`src/rtl/prores_vlc_codeword_pipe_if.sv`:
```
// Stream bundle for the ProRes VLC codeword pipe: input value beats with
// their per-beat codebook, and codeword/length beats out.
interface prores_vlc_codeword_pipe_if #(
  parameter int VAL_W  = 16,
  parameter int CODE_W = 32,
  parameter int LEN_W  = 6
);
  logic              in_valid;
  logic              in_ready;
  logic [VAL_W-1:0]  in_val;
  logic              in_signed;
  logic [2:0]        in_rice_k;
  logic [2:0]        in_exp_k;
  logic [1:0]        in_switch;
  logic              out_valid;
  logic              out_ready;
  logic [CODE_W-1:0] out_code;
  logic [LEN_W-1:0]  out_len;

  modport master (
    output in_valid, in_val, in_signed, in_rice_k, in_exp_k, in_switch, out_ready,
    input  in_ready, out_valid, out_code, out_len
  );

  modport slave (
    input  in_valid, in_val, in_signed, in_rice_k, in_exp_k, in_switch, out_ready,
    output in_ready, out_valid, out_code, out_len
  );
endinterface

```
`src/rtl/prores_vlc_codeword_pipe.sv`:
```
// ProRes VLC codeword generator: Golomb-Rice prefix region, exp-Golomb escape
// region, optional signed fold. Three lock-step register stages with a global
// enable, plus a running count of emitted bits.
module prores_vlc_codeword_pipe #(
  parameter int VAL_W  = 16,
  parameter int CODE_W = 32,
  parameter int LEN_W  = 6
) (
  input  logic        clk,
  input  logic        reset,
  prores_vlc_codeword_pipe_if.slave s,
  input  logic        clear_count,
  output logic [31:0] total_bits
);
  localparam int FE_W = VAL_W + 11;  // first_exp never overflows at this width
  localparam int W_W  = VAL_W + 1;   // w can exceed VAL_W bits by the (1<<ke) offset

  logic [2:0] vld_pipe;
  logic       en;

  // Whole pipe advances whenever the output slot is free or being drained.
  assign en          = s.out_ready | ~vld_pipe[2];
  assign s.in_ready  = en;
  assign s.out_valid = vld_pipe[2];

  function automatic logic [LEN_W-1:0] msb_idx(input logic [W_W-1:0] x);
    msb_idx = '0;
    for (int i = 0; i < W_W; i++)
      if (x[i]) msb_idx = LEN_W'(i);
  endfunction

  // ---------------- stage 1: fold, first_exp, region select
  logic [VAL_W-1:0] u0;
  logic [FE_W-1:0]  fe0;
  logic             ex0;

  // Fold negative values onto odd codes, then pick the region.
  always_comb begin
    u0  = s.in_signed ? ({s.in_val[VAL_W-2:0], 1'b0} ^ {VAL_W{s.in_val[VAL_W-1]}})
                      : s.in_val;
    fe0 = (FE_W'(s.in_switch) + FE_W'(1)) << s.in_rice_k;
    ex0 = FE_W'(u0) >= fe0;
  end

  logic [VAL_W-1:0] s1_u;
  logic [FE_W-1:0]  s1_fe;
  logic             s1_ex;
  logic [2:0]       s1_kr, s1_ke;
  logic [1:0]       s1_sb;

  // Stage 1 register; codebook rides along with the value.
  always_ff @(posedge clk or posedge reset) begin
    if (reset) begin
      s1_u <= '0; s1_fe <= '0; s1_ex <= 1'b0;
      s1_kr <= '0; s1_ke <= '0; s1_sb <= '0;
    end else if (en) begin
      s1_u <= u0; s1_fe <= fe0; s1_ex <= ex0;
      s1_kr <= s.in_rice_k; s1_ke <= s.in_exp_k; s1_sb <= s.in_switch;
    end
  end

  // ---------------- stage 2: quotient / escape value and its exponent
  logic [FE_W-1:0]  wfull;
  logic [W_W-1:0]   w1;
  logic [VAL_W-1:0] q1;
  logic [LEN_W-1:0] e1;

  // w is only meaningful in the exp region, where u >= first_exp.
  always_comb begin
    wfull = FE_W'(s1_u) - s1_fe + (FE_W'(1) << s1_ke);
    w1    = W_W'(wfull);
    q1    = s1_u >> s1_kr;
    e1    = msb_idx(w1);
  end

  logic [W_W-1:0]   s2_w;
  logic [LEN_W-1:0] s2_q, s2_e;
  logic [6:0]       s2_rlo;
  logic             s2_ex;
  logic [2:0]       s2_kr, s2_ke;
  logic [1:0]       s2_sb;

  // Stage 2 register; in the Rice region q <= sb, so a short copy suffices.
  always_ff @(posedge clk or posedge reset) begin
    if (reset) begin
      s2_w <= '0; s2_q <= '0; s2_e <= '0; s2_rlo <= '0; s2_ex <= 1'b0;
      s2_kr <= '0; s2_ke <= '0; s2_sb <= '0;
    end else if (en) begin
      s2_w <= w1; s2_q <= LEN_W'(q1); s2_e <= e1; s2_rlo <= s1_u[6:0]; s2_ex <= s1_ex;
      s2_kr <= s1_kr; s2_ke <= s1_ke; s2_sb <= s1_sb;
    end
  end

  // ---------------- stage 3: codeword and length
  logic [7:0]        mask;
  logic [CODE_W-1:0] code2;
  logic [LEN_W-1:0]  len2;

  // Rice: stop bit plus kr suffix bits; exp: w itself with (e-ke+sb) prefix zeros.
  always_comb begin
    mask = (8'd1 << s2_kr) - 8'd1;
    if (s2_ex) begin
      code2 = CODE_W'(s2_w);
      len2  = (s2_e - LEN_W'(s2_ke) + LEN_W'(s2_sb)) + (s2_e + LEN_W'(1));
    end else begin
      code2 = CODE_W'((8'd1 << s2_kr) | ({1'b0, s2_rlo} & mask));
      len2  = s2_q + LEN_W'(1) + LEN_W'(s2_kr);
    end
  end

  // Output register doubles as stage 3.
  always_ff @(posedge clk or posedge reset) begin
    if (reset) begin
      s.out_code <= '0;
      s.out_len  <= '0;
    end else if (en) begin
      s.out_code <= code2;
      s.out_len  <= len2;
    end
  end

  // Stage valids shift in lock-step with the data; bubbles stay in place.
  always_ff @(posedge clk or posedge reset) begin
    if (reset)   vld_pipe <= '0;
    else if (en) vld_pipe <= {vld_pipe[1:0], s.in_valid};
  end

  // Running bit count; a coincident clear keeps only the current transfer.
  always_ff @(posedge clk or posedge reset) begin
    if (reset) total_bits <= '0;
    else if (clear_count)
      total_bits <= (s.out_valid & s.out_ready) ? 32'(s.out_len) : 32'd0;
    else if (s.out_valid & s.out_ready)
      total_bits <= total_bits + 32'(s.out_len);
  end
endmodule

```
`src/flat_wrapper.sv`:
```
// flat-port wrapper written by rule: the top's interface ports become plain ports
module prores_vlc_codeword_pipe_flat 
#(
  parameter int VAL_W  = 16,
  parameter int CODE_W = 32,
  parameter int LEN_W  = 6
)
  (clk, reset, clear_count, total_bits, s_in_valid, s_in_val, s_in_signed, s_in_rice_k, s_in_exp_k, s_in_switch, s_out_ready, s_in_ready, s_out_valid, s_out_code, s_out_len);
  prores_vlc_codeword_pipe_if #(.VAL_W(VAL_W), .CODE_W(CODE_W), .LEN_W(LEN_W)) s_i ();
  input  logic clk;
  input  logic reset;
  input  logic clear_count;
  output logic [31:0] total_bits;
  input wire logic [$bits(s_i.in_valid)-1:0] s_in_valid;
  input wire logic [$bits(s_i.in_val)-1:0] s_in_val;
  input wire logic [$bits(s_i.in_signed)-1:0] s_in_signed;
  input wire logic [$bits(s_i.in_rice_k)-1:0] s_in_rice_k;
  input wire logic [$bits(s_i.in_exp_k)-1:0] s_in_exp_k;
  input wire logic [$bits(s_i.in_switch)-1:0] s_in_switch;
  input wire logic [$bits(s_i.out_ready)-1:0] s_out_ready;
  output wire logic [$bits(s_i.in_ready)-1:0] s_in_ready;
  output wire logic [$bits(s_i.out_valid)-1:0] s_out_valid;
  output wire logic [$bits(s_i.out_code)-1:0] s_out_code;
  output wire logic [$bits(s_i.out_len)-1:0] s_out_len;
  assign s_i.in_valid = s_in_valid;
  assign s_i.in_val = s_in_val;
  assign s_i.in_signed = s_in_signed;
  assign s_i.in_rice_k = s_in_rice_k;
  assign s_i.in_exp_k = s_in_exp_k;
  assign s_i.in_switch = s_in_switch;
  assign s_i.out_ready = s_out_ready;
  assign s_in_ready = s_i.in_ready;
  assign s_out_valid = s_i.out_valid;
  assign s_out_code = s_i.out_code;
  assign s_out_len = s_i.out_len;
  prores_vlc_codeword_pipe #(.VAL_W(VAL_W), .CODE_W(CODE_W), .LEN_W(LEN_W)) u_core (.clk(clk), .reset(reset), .s(s_i), .clear_count(clear_count), .total_bits(total_bits));
endmodule
```
`config.mk`:
```
export PLATFORM = sky130hd
export DESIGN_NAME = prores_vlc_codeword_pipe_flat
export DESIGN_NICKNAME = d
export VERILOG_FILES = /design/src/rtl/prores_vlc_codeword_pipe_if.sv /design/src/rtl/prores_vlc_codeword_pipe.sv /design/src/flat_wrapper.sv
export SDC_FILE = /design/constraint.sdc
export NUM_CORES = 1
export LEC_CHECK = 0
export BUFFER_PORTS_ARGS = -buffer_cell sky130_fd_sc_hd__buf_2
export CAP_MARGIN = 20
export CORE_UTILIZATION = 35
export CTS_BUF_LIST = sky130_fd_sc_hd__clkbuf_4
export DETAILED_ROUTE_END_ITERATION = 8
export GPL_TIMING_DRIVEN = 0
export HOLD_SLACK_MARGIN = 0.08
export PLACE_DENSITY_LB_ADDON = 0.08
export SLEW_MARGIN = 20
export SYNTH_ARGS = -nofsm -noshare
export SYNTH_HDL_FRONTEND = slang
export SYNTH_SLANG_ARGS = --single-unit
```
`constraint.sdc`:
```
create_clock -name clk -period 8.6 [get_ports clk]
set_input_delay 0.43 -clock clk [delete_from_list [all_inputs] [get_ports clk]]
set_output_delay 0.43 -clock clk [all_outputs]
set_load 0.1 [all_outputs]
```
# ---- Yosys cells after proc, flatten, opt, wreduce, memory -nomap -nowiden
# Index checks and enable logic that the tools add are counted.
dict set report totals {
  register_bits 160
  inputBits 30
  output_inout_bits 72
  word_cells 64
}
dict set report classes {
  n_addsub 11
  order_cmp 1
  shifts 5
  muxes 22
  bitwise 6
  n_reduce_logical 1
}
# operator count
set ops {}
lappend ops {{32-bit 2-to-1 mux} 3}
lappend ops {{32-bit by 6-bit adder with 32-bit output} 1}
lappend ops {{4-bit 2-to-1 mux} 8}
lappend ops {{32-bit OR} 1}
lappend ops {{1-bit by 3-bit left shift with 32-bit output (first input constant)} 1}
lappend ops {{16-bit by 27-bit >= comparator with 1-bit output} 1}
lappend ops {{3-bit by 3-bit left shift with 27-bit output} 1}
lappend ops {{17-bit adder} 1}
lappend ops {{1-bit by 3-bit left shift with 17-bit output (first input constant)} 1}
lappend ops {{16-bit by 17-bit subtractor with 17-bit output} 1}
lappend ops {{16-bit 2-to-1 mux} 1}
lappend ops {{16-bit by 3-bit >> shifter with 6-bit output} 1}
lappend ops {{16-bit bitwise XOR} 1}
lappend ops {{6-bit by 1-bit adder with 6-bit output (second input constant)} 2}
lappend ops {{3-bit 2-to-1 mux} 4}
lappend ops {{6-bit 2-to-1 mux} 2}
lappend ops {{7-bit by 8-bit bitwise AND with 8-bit output} 1}
lappend ops {{1-bit by 3-bit left shift with 8-bit output (first input constant)} 1}
lappend ops {{8-bit by 1-bit subtractor with 8-bit output (second input constant)} 1}
lappend ops {{6-bit by 2-bit adder with 6-bit output} 1}
lappend ops {{6-bit by 3-bit adder with 6-bit output} 1}
lappend ops {{6-bit adder} 1}
lappend ops {{6-bit by 3-bit subtractor with 6-bit output} 1}
lappend ops {{5-bit 2-to-1 mux} 1}
lappend ops {{7 further kinds} 8}

# ---- Longest topological paths before layout
# Gate-level depths: netlist of run 1.
dict set report logic_depth {
  ltp_word 18
  depth_mapped 14
  ltp_nobuf 14
}

# ---- Least setup slack after synthesis of run 1
# Ideal clock, no wire load.
dict set report synth_timing {
  path_type {reg-to-reg}
  startpoint {register u_core.s1_ke[0]}
  endpoint {register u_core.s2_e[2]}
  setup_time_ps 66
  arrival_time_ps 3539
  required_time_ps 8534
  slack_ps 4995
  stages_incl_launch_ff 13
  n_path_buf 1
  period_less_slack_ps 3605
  path_cell_list {dfrtp_1 > clkbuf_1 > or3b_2 > fa_1 > fa_1 > nand2b_1 > a21o_1 > a21oi_1 > nor4_1 > a311oi_1 > nand2_1 > o311ai_0 > a22o_1}
}
dict set report synth_via {
  elab_chain_len 15
}
# element line_no
set synth_rtl {}
lappend synth_rtl {{from (decl)} prores_vlc_codeword_pipe.sv:48} ;# logic [2:0] s1_kr, s1_ke;
lappend synth_rtl {{from (signal assigned)} prores_vlc_codeword_pipe.sv:58} ;# s1_kr <= s.in_rice_k; s1_ke <= s.in_exp_k; s1_sb <= s.in_switch;
lappend synth_rtl {{1-bit by 3-bit left shift with 17-bit output *} prores_vlc_codeword_pipe.sv:70} ;# wfull = FE_W'(s1_u) - s1_fe + (FE_W'(1) << s1_ke);
lappend synth_rtl {{17-bit adder *} prores_vlc_codeword_pipe.sv:70}
lappend synth_rtl {{3-bit 2-to-1 mux (4 in series)} prores_vlc_codeword_pipe.sv:29} ;# if (x[i]) msb_idx = LEN_W'(i);
lappend synth_rtl {{4-bit 2-to-1 mux (8 in series)} prores_vlc_codeword_pipe.sv:29}
lappend synth_rtl {{5-bit 2-to-1 mux *} prores_vlc_codeword_pipe.sv:29}
lappend synth_rtl {{to (signal assigned)} prores_vlc_codeword_pipe.sv:86} ;# s2_w <= '0; s2_q <= '0; s2_e <= '0; s2_rlo <= '0; s2_ex <= 1'b0;
lappend synth_rtl {{to (signal assigned)} prores_vlc_codeword_pipe.sv:89} ;# s2_w <= w1; s2_q <= LEN_W'(q1); s2_e <= e1; s2_rlo <= s1_u[6:0]; s2_ex <= s1_ex;
lappend synth_rtl {{to (decl)} prores_vlc_codeword_pipe.sv:77} ;# logic [LEN_W-1:0] s2_q, s2_e;
# Mark *: on every way between the ends. The rest lies on a longest branch, timed or not.
# A chain may end at the register's enable or synchronous reset.

# ---- Worst setup path after layout of run 1
# Ends and elaborated chain as after synthesis.

==> results of run 1 <==
## layer usage
metal  global-route usage, %  up-vias  routed length (microns)
met5                       0        -                        0
met4                    6.73        0                      575
met3                    2.68       31                      659
met2                    34.3      128                    11500
met1                    26.6     3358                    11500
li1                        -     3596                        -
## worst register-to-register path: stages, from the launching register on
cell	delay, ps
dfrtp_1	340
clkbuf_1	400
or3b_2	510
fa_1	500
fa_1	460
nand2b_1	200
a21oi_1	260
o21ai_0	280
a311oi_1	520
o21ai_0	200
nor2_1	200
o311ai_0	190
a22o_1	250
## state kept, by name (all words and copies together), names as in the netlist
name and flops:
u_core.s1_ke 3, u_core.s2_q 6, u_core.s.out_code 17, u_core.total_bits 32, u_core.s2_w 17, u_core.s1_sb 2, u_core.s1_kr 3, u_core.vld_pipe 3
u_core.s2_ke 3, u_core.s2_rlo 7, u_core.s1_fe 10, u_core.s1_ex 1, u_core.s2_ex 1, u_core.s1_u 16, u_core.s2_kr 3, u_core.s2_e 4
u_core.s2_sb 2, u_core.s.out_len 6
## synth_stat cells (all sizes together) (4+ instances only)
library cell  instances  area, sq um
nor4                  5         31.3
buf                  24          149
dfrtp               136         3400
nand3                30          150
nand3b                5         37.5
and2                  4         26.3
nand4                11         68.8
o21a                  7         52.6
mux2i                17          170
nand2b               10         62.6
o211ai               10         75.1
nor2b                10         62.6
or3                   5         31.3
a211oi                6         45.0
xnor2                39          342
inv                  65          244
clkbuf               40          150
xor2                 26          228
fa                   11          220
mux4                  6          135
mux2                 11          124
ha                   48          601
o21ai                78          390
nor2                 87          327
a21oi                59          295
a21o                 11         82.6
and3                  6         37.5
nand2               162          608
nor3                 17         96.4
## layout make-up
class	instances	area, sq um
buffer	64	299
inverter	65	251
clock inverter	10	109
multi-input combinational	738	4730
antenna	1	2.50
fill	2541	14400
tap	324	405
clock buffer	18	135
timing repair buffer	90	498
sequential	136	3400
## repair_timing
action / CTS / global route
endpoints found under the setup margin: 0 / 0
hold buffers: 5 / 0
hold endpoints to repair: 53 / 0
setup buffers: 0 / 0
## through the flow
stage	cells	setup WS [ps]	power (mW)	cell area (sq um)
6_report	1446	4210	3.78	9830
5_1_grt	1446	3830	4.09	9830
4_1_cts	1445	4190	3.82	9830
3_5_place_dp	1412	4220	3.40	9540
3_3_place_gp	1411	2630	3.38	9500
2_1_floorplan	1003	4530	2.81	8680
## final timing paths
| path | cells past startpoint | endpoint |
|---|---|---|
| setup reg to reg | 12 | u_core.s2_e[2] |
| min in group asynchronous | 3 | u_core.s2_q[1] |
| max in group asynchronous | 4 | u_core.s1_u[0] |
| hold / removal | 3 | u_core.s1_u[10] |
| hold reg to reg | 1 | u_core.vld_pipe[2] |
| setup / recovery | 12 | u_core.s2_e[2] |
## power by group through the flow
stage / clock network [mW] / registers (mW) / logic, mW
2_1_floorplan: 0 / 1.47 / 1.34
5_1_grt: 0.452 / 1.04 / 2.60
3_5_place_dp: 0 / 1.03 / 2.37
6_report: 0.410 / 1.02 / 2.35
4_1_cts: 0.426 / 1.02 / 2.38
3_3_place_gp: 0 / 1.03 / 2.35
## cell families after synthesis
| logic type | Yosys count |
|---|---|
| AND/OR/NAND/NOR | 360 |
| buffers and inverters | 129 |
| adder cells (fa/ha/maj) | 59 |
| multiplexers | 34 |
| flip-flops | 136 |
| AO/OA/AOI/OAI | 205 |
| other | 1 |
| XOR/XNOR | 65 |
==> flow_summary.toml, run 1 <==
[logic_synthesis]
synth_top_family_by_area = "simple AND/OR/NAND/NOR gates"
synthFlopType = "dfrtp_1"
synthAdderAreaFrac_pct = 9.52
synth_xor_area_share_pct = 6.60
avgSynthCellArea_sq_um = 8.72
synth.ff_latch_count = 136
ys_warn_count = 0
synthArstFlopShare_pct = 100
synthMuxAreaShare_pct = 4.98
ys_seq_area_share_pct = 39.5
syn_inst = 989
ys_types = 61
synth.cell_area_sq_mm = 0.00862
synth_compound_gate_area_share_pct = 14.5
synth-edff-count = 0
synth_simple_gate_area_share_pct = 18.6

[timing]
rsz0062_at_grt = "no"
relSlewSlack_pct = 32.3
final.min_clock_period_ps = 4390
tightest_slew_ps = 1010
period_share_pct = 51.0
maxClockFrequency_mhz = 228
report.final.setup_viol = 0
hold_viol = 0
fin_skew_ps = 33.6
finalSetupTns_ps = 0
final-max-slew-violation-count = 0
fin_hold_ws_ps = 182

[place]
place_congestion = 0.813
portBuffers = 84
place_hpwl_microns = 18600

[detailed_routing]
ant_nets = 0
drtPass1Iterations = 5
initialDrtViolationCount = 366
dr_total_vias = 7113
drc_errors = 0
via_per_inst = 4.92
wl_per_cell_microns = 16.8
finalWirelength_microns = 24300

[grt]
antenna_found_initial = 1
overflow = 0
grt_pass1_wl_microns = 39500
grt_max_degree = 88
grt_pass1_vias = 7017
grt_usage_pct = 20.2

[clocking]
clockBufferDepth = 2
worstSkewPairLatency_ps = 560
ctsResizeCount = 0
cts_buffers = 17
clkSlewWorstSetupHoldPaths_ps = 120
cts_tree = "yes"
ctsHtreeMaxLevel = 4
root_buffer = "clkbuf_4"
cts_num_sinks = 136

[die]
die_w_microns = 159
start_util_pct = 35.6
dieArea_sq_mm = 0.0253
core_sq_mm = 0.0242
rows = 57
die_y_microns = 159
ios = 102

[critical_path]
critPathCaptureType = "flop"
slowest_delay_ps = 520
crit_slowest_cell = "a311oi_1"
startpoint = "u_core.s1_ke[0]"
crit_path_cell_trace = "clkbuf_1, or3b_2, fa_1, fa_1, nand2b_1, a21oi_1, o21ai_0, a311oi_1, o21ai_0, nor2_1, o311ai_0, a22o_1"
reg2reg_from = "u_core.s1_ke[0]"
crit_fanout = 10
cp_top_family = "compound AO/OA/AOI/OAI gates"
worstPathArrival_ps = 4850
worstPathRequired_ps = 9060
crit_buf_inv = 1
worstSetupPathType = "flop to flop"
ff2ff_setup_slack_ps = 4210
cp-start-kind = "flop"

[pwr]
pwr-share-comb_pct = 62.3
p_sw_share_pct = 53.9
cellLeakagePower_nw = 4.59
power_frac_clock_pct = 10.8
p_switching_mw = 2.04
p_seq_share_pct = 26.9
peakVddDrop_v = 0.000144
internal_power_mw = 1.74
power.density_mw_per_mm2 = 384

[min_path]
hold_path_class = "input pin to flop"
hp-start = "s_in_val[10]"

[layout]
final_common_cell = "nand2_1"
final_nets = 1201
final_util_pct = 40.6
area_growth_pct = 14.0
final_cell_mix = "162 x nand2_1, 136 x dfrtp_1, 87 x nor2_1"
drive_above_1_share_pct = 13.7

[outcome]
status = "finished clean"

[job]
cap_violations = 0
Power figures use the tool's default switching activity.
==> run 2, diff against run 1 <==
==> constraint.sdc (replaced) <==
create_clock -name clk -period 4.4 [get_ports clk]
set_input_delay 0.22 -clock clk [delete_from_list [all_inputs] [get_ports clk]]
set_output_delay 0.22 -clock clk [all_outputs]
set_load 0.1 [all_outputs]
==> run 2 against run 1 <==
  * Utilization increased by 0.53 points
  * Clock skew rose by 0.92 ps
  * Final cell count increased by 0.69%
  * Critical path type unchanged
==> flow_summary.toml, run 2 (synthesis gave the netlist of run 1 again) <==
[die]
dieArea_sq_mm = 0.0253
rows = 57
ios = 102
start_util_pct = 35.6
die_w_microns = 159
core_sq_mm = 0.0242
die_y_microns = 159

[critical_path]
worstSetupPathType = "flop to flop"
endpoint = "u_core.s2_e[0]"
ff2ff_setup_slack_ps = 290
worstPathRequired_ps = 4860
worstPathArrival_ps = 4580
r2r_cells = 14
reg2reg_from = "u_core.s1_ke[2]"
r2r-end = "u_core.s2_e[0]"
crit_fanout = 10
critPathCaptureType = "flop"
cp-start-kind = "flop"
startpoint = "u_core.s1_ke[2]"

[layout]
multiInputGateArea_sq_mm = 0.00475
drive_above_1_share_pct = 14.1
fillers = 2537
largest-register = "u_core.total_bits"
final_common_cell = "nand2_1"
regArea_sq_mm = 0.00340
fin_area_sq_mm = 0.00996
largest_register_ffs = 32
final_nets = 1211
largestRegisters = "u_core.total_bits (32), u_core.s.out_code (17), u_core.s2_w (17)"
final_cell_mix = "162 x nand2_1, 136 x dfrtp_1, 87 x nor2_1"
area_growth_pct = 15.5

[detailed_routing]
ant_nets = 0
wl_met3_microns = 795
drc_errors = 0
route.met2.wl_microns = 11700
wl_per_cell_microns = 16.7
met1_length_microns = 11300
drtPass1Iterations = 7
dr_total_vias = 7158
via_per_inst = 4.92
dr.max_layer_used = "met4"
initialDrtViolationCount = 300
finalWirelength_microns = 24300

[timing]
relSlewSlack_pct = 32.1
period_share_pct = 93.5
finalSetupTns_ps = 0
tightest_slew_ps = 1020
maxClockFrequency_mhz = 243
final-max-slew-violation-count = 0
hold_viol = 0
rsz0062_at_grt = "no"
report.final.setup_viol = 0
final.min_clock_period_ps = 4110
fin_skew_ps = 34.5

[min_path]
hold_path_class = "input pin to flop"

[grt]
overflow = 0
grt_pass1_vias = 7060
antenna_found_initial = 1
grt_max_degree = 88
grt_pass1_wl_microns = 39700
grt_usage_pct = 20.3

[clocking]
ctsHtreeMaxLevel = 4
root_buffer = "clkbuf_4"
worstSkewPairLatency_ps = 570
clkSlewWorstSetupHoldPaths_ps = 130
cts_tree = "yes"
cts_num_sinks = 136
cts_buffers = 17
clockBufferDepth = 2

[pwr]
peakVddDrop_v = 0.000282
cellLeakagePower_nw = 4.64
finalPower_mw = 7.47
power.density_mw_per_mm2 = 749

[place]
place_hpwl_microns = 18600
portBuffers = 84
place_congestion = 0.813
place_area_sq_mm = 0.00954

[outcome]
status = "finished clean"

[job]
cap_violations = 0
[run 2: cell type report]
| class | count | share of cell area [%] |
|---|---|---|
| Buffer | 63 | 2.96 |
| Sequential cell | 136 | 34.2 |
| Antenna cell | 1 | 0.0251 |
| Tap cell | 324 | 4.07 |
| Clock buffer | 18 | 1.36 |
| Clock inverter | 10 | 1.09 |
| Multi-Input combinational cell | 738 | 47.7 |
| Timing Repair Buffer | 101 | 6.08 |
| Inverter | 65 | 2.52 |
[run 2: repair_timing]
action                     in CTS  in global routing
setup endpoints to repair       1                  3
pin swaps                       0                  1
buffers inserted                0                  1
hold buffers                   15                  0
hold endpoints to repair       72                  0
resized for setup               0                  6
[run 2: critical path: stages, from the launching register on]
cell,delay (ps)
dfrtp_1,380
clkbuf_1,280
or3b_2,540
fa_1,550
inv_1,60
ha_1,300
a211oi_1,370
o21ai_0,200
a21boi_0,280
xor2_1,170
buf_4,150
o211ai_1,100
a211oi_1,280
o211ai_1,150
a22o_1,210
[run 2: stage by stage]
stage / hold slack [ps] / utilization [%] / worst slack, ps / cells
after floorplan: 332 / - / 541 / 1003
after global placement: 422 / 39.2 / -1360 / 1411
after detailed placement: 258 / 39.3 / 17.8 / 1412
after CTS: 95.8 / 40.9 / 20.3 / 1454
after global routing: 116 / 41.1 / 20.7 / 1456
final: 110 / 41.1 / 288 / 1456
[run 2: worst min path at each step]
stage / startpoint / to / slack [ps] / cells past startpoint
floorplan: s_in_switch[1] / u_core.s1_sb[1] / 330 / 2
global placement: s_in_valid / u_core.vld_pipe[0] / 420 / 3
detailed placement: reset / u_core.total_bits[1] / 260 / 2
CTS: s_in_signed / u_core.s1_u[15] / 100 / 4
global route: s_in_val[0] / u_core.s1_u[0] / 120 / 3
finish: s_in_signed / u_core.s1_u[15] / 110 / 4
[run 2: layer usage]
layer  vias to the layer above  track usage (%)
li1                       3612                -
met5                         -                0
met4                         0             6.69
met1                      3384             26.7
met3                        29             2.66
met2                       133             34.5
[run 2: report_power, final]
part           switching (mW)  internal, mW  total [mW]
logic                    3.19          1.48        4.67
registers               0.342          1.65        1.99
clock network           0.478         0.326       0.804
